$ cat src/rtl/axi_read_arbiter.sv
// rtl/axi_read_arbiter.sv - round-robin arbiter sharing one AXI4 read port among NUM_REQ requesters
module axi_read_arbiter #(
  parameter int NUM_REQ         = 2,
  parameter int IDX_W           = 1,
  parameter int MAX_OUTSTANDING = 4,
  parameter int ID_W            = 6
) (
  input  logic                   clk,
  input  logic                   rst,
  input  logic [NUM_REQ-1:0]     req_valid,
  output logic [NUM_REQ-1:0]     req_ready,
  input  logic [NUM_REQ*32-1:0]  req_addr,
  input  logic [NUM_REQ*8-1:0]   req_len,
  output logic [NUM_REQ-1:0]     rsp_valid,
  input  logic [NUM_REQ-1:0]     rsp_ready,
  output logic [31:0]            rsp_data,
  output logic                   rsp_last,
  output logic [31:0]            axi_araddr,
  output logic [7:0]             axi_arlen,
  output logic [2:0]             axi_arsize,
  output logic [1:0]             axi_arburst,
  output logic [ID_W-1:0]        axi_arid,
  output logic                   axi_arvalid,
  input  logic                   axi_arready,
  input  logic [31:0]            axi_rdata,
  input  logic [ID_W-1:0]        axi_rid,
  input  logic                   axi_rlast,
  input  logic                   axi_rvalid,
  output logic                   axi_rready
);

  localparam int CNT_W = 4;

  typedef enum logic {ST_IDLE, ST_ISSUE} ar_state_e;

  ar_state_e          state_q, state_d;
  logic [31:0]        araddr_q, araddr_d;
  logic [7:0]         arlen_q, arlen_d;
  logic [IDX_W-1:0]   arid_q, arid_d;
  logic [IDX_W-1:0]   ptr_q, ptr_d;
  logic [CNT_W-1:0]   count_q [NUM_REQ];
  logic [CNT_W-1:0]   count_d [NUM_REQ];

  logic [NUM_REQ-1:0] eligible;
  logic               ar_free;
  logic               grant;
  logic [IDX_W-1:0]   win_idx;
  logic [IDX_W-1:0]   rid_idx;
  logic               rid_ok;
  logic               r_last_hs;

  assign rid_idx   = axi_rid[IDX_W-1:0];
  assign rid_ok    = {{(32-IDX_W){1'b0}}, rid_idx} < 32'(NUM_REQ);
  assign r_last_hs = axi_rvalid && axi_rready && axi_rlast && rid_ok;

  // R path is pure routing; ids outside the requester range are sunk so the bus never stalls
  always_comb begin
    rsp_valid = '0;
    if (axi_rvalid && rid_ok) rsp_valid[rid_idx] = 1'b1;
    axi_rready = rid_ok ? rsp_ready[rid_idx] : 1'b1;
    rsp_data   = axi_rdata;
    rsp_last   = axi_rlast;
  end

  always_comb begin
    for (int k = 0; k < NUM_REQ; k++) begin
      eligible[k] = req_valid[k] && (count_q[k] < CNT_W'(MAX_OUTSTANDING));
    end
  end

  // Round-robin search starting at the pointer; first eligible requester wins
  always_comb begin
    int cand;
    cand    = 0;
    grant   = 1'b0;
    win_idx = '0;
    ar_free = (state_q == ST_IDLE) || axi_arready;
    for (int i = 0; i < NUM_REQ; i++) begin
      cand = int'(ptr_q) + i;
      if (cand >= NUM_REQ) cand = cand - NUM_REQ;
      if (!grant && eligible[cand[IDX_W-1:0]]) begin
        grant   = 1'b1;
        win_idx = cand[IDX_W-1:0];
      end
    end
    if (rst || !ar_free) grant = 1'b0;
    req_ready = '0;
    if (grant) req_ready[win_idx] = 1'b1;
  end

  always_comb begin
    state_d  = state_q;
    araddr_d = araddr_q;
    arlen_d  = arlen_q;
    arid_d   = arid_q;
    ptr_d    = ptr_q;
    if (grant) begin
      state_d  = ST_ISSUE;
      araddr_d = req_addr[win_idx*32 +: 32];
      arlen_d  = req_len[win_idx*8 +: 8];
      arid_d   = win_idx;
      ptr_d    = (32'(win_idx) == 32'(NUM_REQ - 1)) ? '0 : win_idx + 1'b1;
    end else if (state_q == ST_ISSUE && axi_arready) begin
      state_d = ST_IDLE;
    end
  end

  // A grant and a returning rlast for the same requester cancel out
  always_comb begin
    for (int k = 0; k < NUM_REQ; k++) begin
      count_d[k] = count_q[k];
      if (grant && win_idx == IDX_W'(k)) begin
        if (!(r_last_hs && rid_idx == IDX_W'(k))) count_d[k] = count_q[k] + 1'b1;
      end else if (r_last_hs && rid_idx == IDX_W'(k) && count_q[k] != '0) begin
        count_d[k] = count_q[k] - 1'b1;
      end
    end
  end

  always_ff @(posedge clk) begin
    if (rst) begin
      state_q  <= ST_IDLE;
      araddr_q <= '0;
      arlen_q  <= '0;
      arid_q   <= '0;
      ptr_q    <= '0;
      for (int k = 0; k < NUM_REQ; k++) count_q[k] <= '0;
    end else begin
      state_q  <= state_d;
      araddr_q <= araddr_d;
      arlen_q  <= arlen_d;
      arid_q   <= arid_d;
      ptr_q    <= ptr_d;
      for (int k = 0; k < NUM_REQ; k++) count_q[k] <= count_d[k];
    end
  end

  assign axi_arvalid = (state_q == ST_ISSUE);
  assign axi_araddr  = araddr_q;
  assign axi_arlen   = arlen_q;
  assign axi_arid    = ID_W'(arid_q);
  assign axi_arsize  = 3'b010;
  assign axi_arburst = 2'b01;

  always_ff @(posedge clk) begin
    if (!rst) begin
      assert (!(r_last_hs && count_q[rid_idx] == '0))
        else $error("rlast for requester with no outstanding burst");
      assert (!(axi_rvalid && !rid_ok))
        else $error("R beat with out-of-range id dropped");
    end
  end

  if (ID_W > IDX_W) begin : g_rid_upper
    always_ff @(posedge clk) begin
      if (!rst) begin
        assert (!(axi_rvalid && axi_rid[ID_W-1:IDX_W] != '0))
          else $error("R beat with nonzero upper id bits");
      end
    end
  end

endmodule

$ cat config.mk
export PLATFORM = sky130hd
export DESIGN_NAME = axi_read_arbiter
export DESIGN_NICKNAME = d
export VERILOG_FILES = /design/src/rtl/axi_read_arbiter.sv
export SDC_FILE = /design/constraint.sdc
export NUM_CORES = 1
export LEC_CHECK = 0
export CAP_MARGIN = 20
export CORE_ASPECT_RATIO = 0.9
export CORE_MARGIN = 2
export CORE_UTILIZATION = 34
export CTS_CLUSTER_SIZE = 12
export DETAILED_ROUTE_END_ITERATION = 8
export PLACE_DENSITY_LB_ADDON = 0.05
export SLEW_MARGIN = 10
export SYNTH_ARGS = -nofsm -noshare
export SYNTH_HDL_FRONTEND = slang
export SYNTH_SLANG_ARGS = --single-unit
$ cat constraint.sdc
create_clock -name clk -period 3.5 [get_ports clk]
set_input_delay 0.35 -clock clk [delete_from_list [all_inputs] [get_ports clk]]
set_output_delay 0.35 -clock clk [all_outputs]
set_load 0.1 [all_outputs]
# == Word-level counts from Yosys, hierarchy flattened ==
# Memory sizes are Yosys's and may differ from the RTL's.
# Cells that the tools add are included.
# totals
inputBits,127
register_bits,43
ram_bits,8
mem_count,1
# mem_list
memory,depth,width,rd,rd_clocked_by_memory_dff,write_ports,line_no,rtl
count_q,2,4,2,0,2,41,logic [CNT_W-1:0] count_q [NUM_REQ];
# op_classes
n_addsub,8
n_lt_le_gt_ge,10
bitwise,5
shifts,2
n_reduce_logical,21
mux,33
# ops
op,count
$shiftx 64x7->32,1
$mux 4,8
$mux 1,21
$shiftx 16x5->8,1
$logic_and 1x1->1,14
$add 4x1->4 const B,2
$lt 1x2->1 const B,4
$lt 4x3->1 const B,2
$reduce_bool 4->1,2
$sub 4x1->4 const B,2
$mux 2,2
$not 1->1,3
$add 1x1->2 const B,1
$demux 1 s1,2
$ge 1x1->1 const B,2
$ge 1x2->1 const B,1
$ge 2x2->1 const B,1
$logic_not 1->1,2
$logic_or 1x1->1,2
$or 1x1->1,2
$reduce_bool 2->1,1
$sub 1x1->1 const B,2
$add 1x1->1 const B,1

# == Depth between registers and ports, before layout ==
# Gate-level depths: netlist (run 1).
# An unclocked memory read counts as a cell.
# logic_depth
depth_word,14
ltp_mapped,9
ltp_nobuf,9

# == Worst setup path after synthesis (run 1) ==
# OpenSTA, ideal clock, no wires.
# synth_timing
kind,flip-flop to flip-flop
start,"register state_q, in the netlist axi_arvalid"
end,memory count_q[0][3]
path_buffers,0
t_arrival_ps,3698
stages_incl_launch_ff,10
setup_slack_ps,-319
required_ps,3379
synth_period_minus_slack_ps,3819
path_cell_list,dfxtp_1 nor2b_1 a2111oi_4 inv_1 ha_1 a21oi_1 nand2_1 nor4_1 a31oi_1 mux2_2
# synth_lines
item,line_no,rtl
"start, declared",36,"ar_state_e state_q, state_d;"
"start signal, assigned",129,state_q <= state_d;
"end, declared",41,

==> tab_implementation.tex, run 1 <==
\begin{tabular}{lr}
\hline
Metric & Value \\
\hline
\multicolumn{2}{l}{\textbf{STA}} \\
\quad Final hold violation count & 0 \\
\quad RSZ-0062 raised after global routing & false \\
\quad Maximum achievable frequency & 0.376 GHz \\
\quad Setup clock skew after layout & 5.24 ps \\
\quad Post-layout min period & 2660 ps \\
\quad Final setup vio count & 0 \\
\quad Final period util & 76.1\% \\
\quad Actual transition at the worst max-transition pin & 1040 ps \\
\quad Slew Limit Fails & 0 \\
\quad Tightest slew margin relative to the limit & 30.5\% \\
\quad Setup TNS after final layout & 0 ps \\
\quad Worst hold margin & 465 ps \\
\multicolumn{2}{l}{\textbf{Detailed routing}} \\
\quad First-pass DRT Iterations & 4 \\
\quad Detailed router's first-iteration violation count & 39 \\
\quad Total wire length after detailed routing & 6760 um \\
\quad Via count of the routed design & 2356 \\
\quad Detailed-route DRC error count & 0 \\
\quad Routed len/inst & 13.7 um \\
\quad Drt via density & 4.76 \\
\quad Final antenna-violating net count & 0 \\
\multicolumn{2}{l}{\textbf{Setup path}} \\
\quad Worst path required time & 3690 ps \\
\quad Crit. End Element & register \\
\quad Data arrival time of the critical path & 2850 ps \\
\quad Critical Path Source Type & input port \\
\quad Critical Setup Path Class & in -> reg \\
\quad Crit-path max FO & 3 \\
\quad Family with the most delay on the worst path & compound AO/OA/AOI/OAI gates \\
\quad Sum of buffers and inverters on the critical path & 2 \\
\quad Slowest cell on the critical path & sky130\_fd\_sc\_hd\_\_clkdlybuf4s50\_1 \\
\quad Slowest stage delay, CP & 490 ps \\
\quad Slack of the worst reg-to-reg path & 1000 ps \\
\quad Critical register-to-register path startpoint & count\_q[0][2] \\
\quad R2R cell count & 8 \\
\quad Cell-by-cell listing of the critical path & clkdlybuf4s50\_1, or3b\_4, a2111oi\_4, inv\_1, ha\_1, a21oi\_1, nand2\_1, a31oi\_1, mux2\_2 \\
\quad Terminus of the critical flop-to-flop path & count\_q[0][3] \\
\multicolumn{2}{l}{\textbf{Global route}} \\
\quad Initial antenna violation count & 0 \\
\quad Met1 track utilization from global routing & 18.1\% \\
\quad Global-route track usage on met2 & 23.5\% \\
\quad Overflow left after global routing & 0 \\
\quad Global-route total usage across every layer & 14.7\% \\
\quad First-pass GRT wire length & 10700 um \\
\quad Maximum number of pins on one net before global-route repair & 52 \\
\quad Most Used Layer, Global Route & met2 \\
\quad Met3 Usage GRT & 5.75\% \\
\quad Vias in the first global route & 2231 \\
\multicolumn{2}{l}{\textbf{Final layout}} \\
\quad Filler Cell Count & 786 \\
\quad Antenna diode instance count & 0 \\
\quad Area used by multi-input combinational logic & 1390 um2 \\
\quad Share of final-layout standard cells stronger than drive strength 1 & 7.07\% \\
\quad Synth-to-Final Area Change & 44.2\% \\
\quad FF/Latch Area & 1020 um2 \\
\quad Leading cell type in the layout, fill and taps excluded & sky130\_fd\_sc\_hd\_\_clkdlybuf4s50\_1 \\
\quad Commonest cells after routing, fill and taps aside & 131 x sky130\_fd\_sc\_hd\_\_clkdlybuf4s50\_1, 53 x sky130\_fd\_sc\_hd\_\_nor2\_1, 50 x sky130\_fd\_sc\_hd\_\_dfxtp\_1, 45 x sky130\_fd\_sc\_hd\_\_mux2i\_1, 40 x sky130\_fd\_sc\_hd\_\_a211oi\_1 \\
\quad Number of nets in the layout & 529 \\
\multicolumn{2}{l}{\textbf{Synthesis}} \\
\quad Average cell area after synthesis & 9.31 um2 \\
\quad Count of synthesis-stage warnings from yosys & 0 \\
\quad Number of standard cells after synthesis & 301 \\
\quad FF+latch count, synth & 51 \\
\quad Distinct cell type count after synthesis & 32 \\
\quad Proportion of synthesized chip area in sequential cells & 36.4\% \\
\quad Post-Synthesis Cell Area & 2800 um2 \\
\multicolumn{2}{l}{\textbf{Power}} \\
\quad Highest ir drop seen on vdd & 0.199 mV \\
\quad Power per standard cell area & 537 nW/um2 \\
\quad Leakage component of the power & 1.70 nW \\
\quad Reg power frac & 32.5\% \\
\quad Combinational Power Share & 52.0\% \\
\quad Int Power & 1.17 mW \\
\quad Clock Power Share & 15.5\% \\
\quad Switch Pwr & 1.00 mW \\
\quad Switching part of the total & 46.2\% \\
\multicolumn{2}{l}{\textbf{Die}} \\
\quad Die width & 99.7 um \\
\quad Die Y-Extent & 90.1 um \\
\quad Initial Utilization & 34.9\% \\
\quad Number of standard-cell rows in the floorplan & 31 \\
\quad Number of placed I/O pins & 217 \\
\quad Core Area & 8030 um2 \\
\quad Area of the die & 8990 um2 \\
\multicolumn{2}{l}{\textbf{Worst hold path}} \\
\quad Hold WC Path Type & in -> reg \\
\quad Hold path startpoint & rst \\
\quad Hold Path End & count\_q[0][5] \\
\quad Hold Crit Depth & 2 \\
\multicolumn{2}{l}{\textbf{Clock network}} \\
\quad TritonCTS clock tree & done \\
\quad Clock Pin Slew Worst Setup and Hold Paths & 90 ps \\
\quad Library cell used as clock root buffer & sky130\_fd\_sc\_hd\_\_clkbuf\_8 \\
\quad CTS sink count & 51 \\
\quad PostCTS Resize Cnt & 0 \\
\quad Post-CTS Setup Inserts & 0 \\
\quad Cts bufs inserted & 5 \\
\quad Clock network latency to the later pin of the worst-skew pair & 290 ps \\
\quad Max Buffers Root-to-Sink & 2 \\
\quad H-Tree Depth & 2 \\
\quad Count of hold buffers inserted by post-cts repair & 0 \\
\multicolumn{2}{l}{\textbf{Run status}} \\
\quad Result of the run & complete, no violations \\
\multicolumn{2}{l}{\textbf{Placement}} \\
\quad Weighted congestion reported at the end of routability-driven placement & 0.743 \\
\quad Total of buffers placed on input and output ports & 137 \\
\quad Placed wire-length estimate & 5340 um \\
\multicolumn{2}{l}{\textbf{Flow run}} \\
\quad Number of max-cap violations & 0 \\
\hline
\end{tabular}
-- logic make-up (layout without fill, tap and decap cells) --
logic type	count (synthesis)	count (layout)	synth area share, %
other	2	10	0.268
flip-flops	51	51	36.4
adder cells (fa/ha/maj)	6	6	3.21
XOR/XNOR	4	4	1.25
AND/OR/NAND/NOR	76	76	12.6
AO/OA/AOI/OAI	49	49	13.8
buffers and inverters	65	152	15.2
multiplexers	48	48	17.3
-- stage by stage --
stage	std cells	total power [mW]	worst slack (ps)	area (um2)	utilization [%]
2_1_floorplan	309	1.74	-135	2830	-
3_3_place_gp	488	1.85	540	3960	49.3
3_5_place_dp	488	1.86	550	3960	49.3
4_1_cts	495	2.21	848	4040	50.4
5_1_grt	495	2.29	643	4040	50.4
6_report	495	2.17	838	4040	50.4
-- flip-flops by register name (all words and copies together) (netlist names) --
name	count
axi_araddr	32
axi_arlen	8
count_q	8
arid_q	1
axi_arvalid	1
ptr_q	1
-- how the worst max path moves through the flow --
stage          slack, ps     startpoint            end  depth (start not counted)
2_1_floorplan       -130  count_q[0][2]  count_q[0][3]                          9
3_3_place_gp         540   req_valid[0]  count_q[0][3]                          9
3_5_place_dp         550   req_valid[0]  count_q[0][3]                          9
4_1_cts              850   req_valid[0]  count_q[0][3]                          9
5_1_grt              640   req_valid[0]  count_q[0][3]                         10
6_report             840   req_valid[0]  count_q[0][3]                          9
-- power by group through the flow --
stage,sequential (mW),combinational (mW),clock [mW]
detailed placement,0.720,1.14,0
floorplan,1.14,0.600,0
CTS,0.707,1.14,0.359
global route,0.718,1.19,0.380
finish,0.705,1.13,0.337
global placement,0.717,1.13,0
-- final cells by class --
cell class / instances / area share (%)
inverters: 3 / 0.279
repair buffers: 142 / 34.7
clock inverters: 1 / 0.124
flip-flops and latches: 51 / 25.3
well taps: 99 / 3.06
clock buffers: 6 / 2.04
multi-input cells: 193 / 34.5
-- synth_stat cells, drive strengths merged --
master | count | area (um2)
nand2 | 2 | 7.51
xor2 | 4 | 35.0
nor3 | 3 | 20.0
or3b | 1 | 11.3
a211oi | 40 | 300
conb | 2 | 7.51
nand2b | 1 | 6.26
dfxtp | 51 | 1020
nand4b | 1 | 8.76
and2 | 1 | 6.26
nand3 | 3 | 15.0
fa | 2 | 40.0
inv | 3 | 11.3
clkbuf | 12 | 45.0
nor2 | 53 | 199
a21oi | 4 | 20.0
a31oi | 1 | 6.26
mux2i | 45 | 450
buf | 50 | 370
nor3b | 1 | 12.5
or4b | 1 | 10.0
nor2b | 4 | 25.0
mux2 | 3 | 33.8
a2111oi | 1 | 27.5
a2bb2oi | 1 | 15.0
nand4 | 2 | 12.5
a21o | 1 | 7.51
nor4 | 3 | 18.8
ha | 4 | 50.1
o31a | 1 | 8.76
-- per-layer routing --
| layer | share of wire (%) | vias to the layer above |
|---|---|---|
| met5 | 0 | - |
| met4 | 1.4 | 0 |
| met3 | 10 | 14 |
| met2 | 46 | 105 |
| met1 | 42 | 1042 |
| li1 | - | 1195 |
(Power assumes the default switching activity.)
==> inputs of run 2 (changes only) <==
clock period = 2.7 ns   (was 3.5 ns; I/O delays follow)
==> run 2 against run 1 <==
  * Worst setup slack got worse by 650 ps
  * Combinational power increased by 31%
  * Global-route usage increased by 0.18 points
  * Register-to-register slack got worse by 740 ps
  * Utilization increased by 0.55 points
  * Critical path type unchanged
  * Highest routed layer unchanged
==> tab_implementation.tex, run 2 (synthesis results as in run 1) <==
\begin{tabular}{lr}
\hline
Metric & Value \\
\hline
\multicolumn{2}{l}{\textbf{Run status}} \\
\quad Result of the run & complete, no violations \\
\multicolumn{2}{l}{\textbf{Detailed routing}} \\
\quad Wire length on met3 & 587 um \\
\quad Post-route met1 wirelength & 2930 um \\
\quad Total wire length after detailed routing & 6970 um \\
\quad Final antenna-violating net count & 0 \\
\quad Drt via density & 4.75 \\
\quad First-pass DRT Iterations & 4 \\
\quad Detailed router's first-iteration violation count & 30 \\
\quad Routed len/inst & 13.8 um \\
\quad Via count of the routed design & 2400 \\
\quad Detailed-route DRC error count & 0 \\
\quad Top Metal Used & met4 \\
\quad Detail Route met2 WL & 3360 um \\
\multicolumn{2}{l}{\textbf{Final layout}} \\
\quad Filler Cell Count & 764 \\
\quad Antenna diode instance count & 0 \\
\quad Layout Utilization & 50.9\% \\
\quad Synth-to-Final Area Change & 45.8\% \\
\quad Final std cell area, no fill & 4090 um2 \\
\quad Leading cell type in the layout, fill and taps excluded & sky130\_fd\_sc\_hd\_\_clkdlybuf4s50\_1 \\
\quad Share of final-layout standard cells stronger than drive strength 1 & 20.4\% \\
\quad Number of flip-flops in the largest register & 32 \\
\quad Number of nets in the layout & 538 \\
\quad Commonest cells after routing, fill and taps aside & 88 x sky130\_fd\_sc\_hd\_\_clkdlybuf4s50\_1, 57 x sky130\_fd\_sc\_hd\_\_buf\_4, 53 x sky130\_fd\_sc\_hd\_\_nor2\_1, 49 x sky130\_fd\_sc\_hd\_\_dfxtp\_1, 45 x sky130\_fd\_sc\_hd\_\_mux2i\_1 \\
\multicolumn{2}{l}{\textbf{Setup path}} \\
\quad Slack of the worst reg-to-reg path & 260 ps \\
\quad Terminus of the critical flop-to-flop path & count\_q[0][3] \\
\quad Critical register-to-register path startpoint & count\_q[0][3] \\
\quad Critical Path Source Type & input port \\
\quad R2R cell count & 8 \\
\quad Capture point of the critical path & count\_q[0][3] \\
\quad Worst path required time & 2890 ps \\
\quad Crit. End Element & register \\
\quad CP startpoint & req\_valid[0] \\
\quad Data arrival time of the critical path & 2700 ps \\
\quad Crit-path max FO & 3 \\
\quad Critical Setup Path Class & in -> reg \\
\multicolumn{2}{l}{\textbf{Clock network}} \\
\quad Clock Pin Slew Worst Setup and Hold Paths & 90 ps \\
\quad Cts bufs inserted & 5 \\
\quad H-Tree Depth & 2 \\
\quad PostCTS Resize Cnt & 0 \\
\quad CTS sink count & 51 \\
\quad Max Buffers Root-to-Sink & 2 \\
\quad Post-CTS Setup Inserts & 0 \\
\quad Clock network latency to the later pin of the worst-skew pair & 300 ps \\
\quad Library cell used as clock root buffer & sky130\_fd\_sc\_hd\_\_clkbuf\_8 \\
\quad Count of hold buffers inserted by post-cts repair & 0 \\
\quad TritonCTS clock tree & done \\
\multicolumn{2}{l}{\textbf{STA}} \\
\quad Final setup vio count & 0 \\
\quad Maximum achievable frequency & 0.398 GHz \\
\quad RSZ-0062 raised after global routing & false \\
\quad Final hold violation count & 0 \\
\quad Setup clock skew after layout & 11.0 ps \\
\quad Final period util & 93.0\% \\
\quad Final WS setup & 189 ps \\
\quad Post-layout min period & 2510 ps \\
\quad Slew Limit Fails & 0 \\
\multicolumn{2}{l}{\textbf{Global route}} \\
\quad Overflow left after global routing & 0 \\
\quad First-pass GRT wire length & 10900 um \\
\quad Initial antenna violation count & 0 \\
\quad Global-route total usage across every layer & 14.9\% \\
\quad Vias in the first global route & 2350 \\
\quad Maximum number of pins on one net before global-route repair & 63 \\
\multicolumn{2}{l}{\textbf{Power}} \\
\quad Leakage component of the power & 1.84 nW \\
\quad Highest ir drop seen on vdd & 0.354 mV \\
\quad Power per standard cell area & 722 nW/um2 \\
\multicolumn{2}{l}{\textbf{Die}} \\
\quad Number of standard-cell rows in the floorplan & 31 \\
\quad Die width & 99.7 um \\
\quad Initial Utilization & 34.9\% \\
\quad Number of placed I/O pins & 217 \\
\quad Area of the die & 8990 um2 \\
\quad Die Y-Extent & 90.1 um \\
\quad Core Area & 8030 um2 \\
\multicolumn{2}{l}{\textbf{Placement}} \\
\quad Placed wire-length estimate & 5390 um \\
\quad Placed standard-cell area & 3970 um2 \\
\quad Weighted congestion reported at the end of routability-driven placement & 0.761 \\
\quad Total of buffers placed on input and output ports & 137 \\
\quad Pre-CTS setup slack & -129 ps \\
\multicolumn{2}{l}{\textbf{Worst hold path}} \\
\quad Hold WC Path Type & in -> reg \\
\multicolumn{2}{l}{\textbf{Flow run}} \\
\quad Number of max-cap violations & 0 \\
\hline
\end{tabular}
-- run 2: through the flow --
step	hold slack [ps]	total power, mW	setup TNS, ps	std cells
global route	484	3.11	0	505
finish	474	2.95	0	505
floorplan	469	2.26	-1910	309
global placement	486	2.42	-101	497
detailed placement	491	2.43	-155	497
CTS	468	3.00	0	505
-- run 2: where the power goes --
| part | internal, mW | switching, mW | total [mW] |
|---|---|---|---|
| combinational | 0.475 | 1.01 | 1.48 |
| sequential | 0.852 | 0.0670 | 0.919 |
| clock | 0.300 | 0.249 | 0.549 |
| total | 1.63 | 1.33 | 2.95 |
-- run 2: layout make-up --
| cell class | instances | area (um2) | share of cell area [%] |
|---|---|---|---|
| clock buffers | 6 | 82.6 | 2.02 |
| clock inverters | 2 | 35.0 | 0.857 |
| inverters | 3 | 11.3 | 0.276 |
| multi-input cells | 193 | 1400 | 34.2 |
| flip-flops and latches | 51 | 1020 | 25.0 |
| well taps | 99 | 124 | 3.03 |
| repair buffers | 151 | 1410 | 34.6 |
-- run 2: worst max-delay path: stages --
cell and delay, ps:
sky130_fd_sc_hd__clkdlybuf4s50_1 470, sky130_fd_sc_hd__or3b_4 390, sky130_fd_sc_hd__a2111oi_4 340, sky130_fd_sc_hd__inv_1 130, sky130_fd_sc_hd__ha_1 350, sky130_fd_sc_hd__a21oi_1 150, sky130_fd_sc_hd__nand2_1 80, sky130_fd_sc_hd__a31oi_1 180
sky130_fd_sc_hd__mux2_2 340
-- run 2: worst min-delay path by stage --
stage	depth (start not counted)	slack [ps]	startpoint	end
5_1_grt	3	480	rst	count_q[0][2]
2_1_floorplan	2	470	arid_q	arid_q
3_5_place_dp	2	490	axi_araddr[14]	axi_araddr[14]
4_1_cts	3	470	rst	count_q[0][2]
3_3_place_gp	2	490	axi_araddr[3]	axi_araddr[3]
6_report	3	470	rst	count_q[0][0]
-- run 2: routing by layer --
layer | global-route usage (%) | vias up
li1 | - | 1218
met1 | 17.7 | 1062
met2 | 25.7 | 107
met3 | 4.35 | 13
met4 | 4.68 | 0
met5 | 0 | -
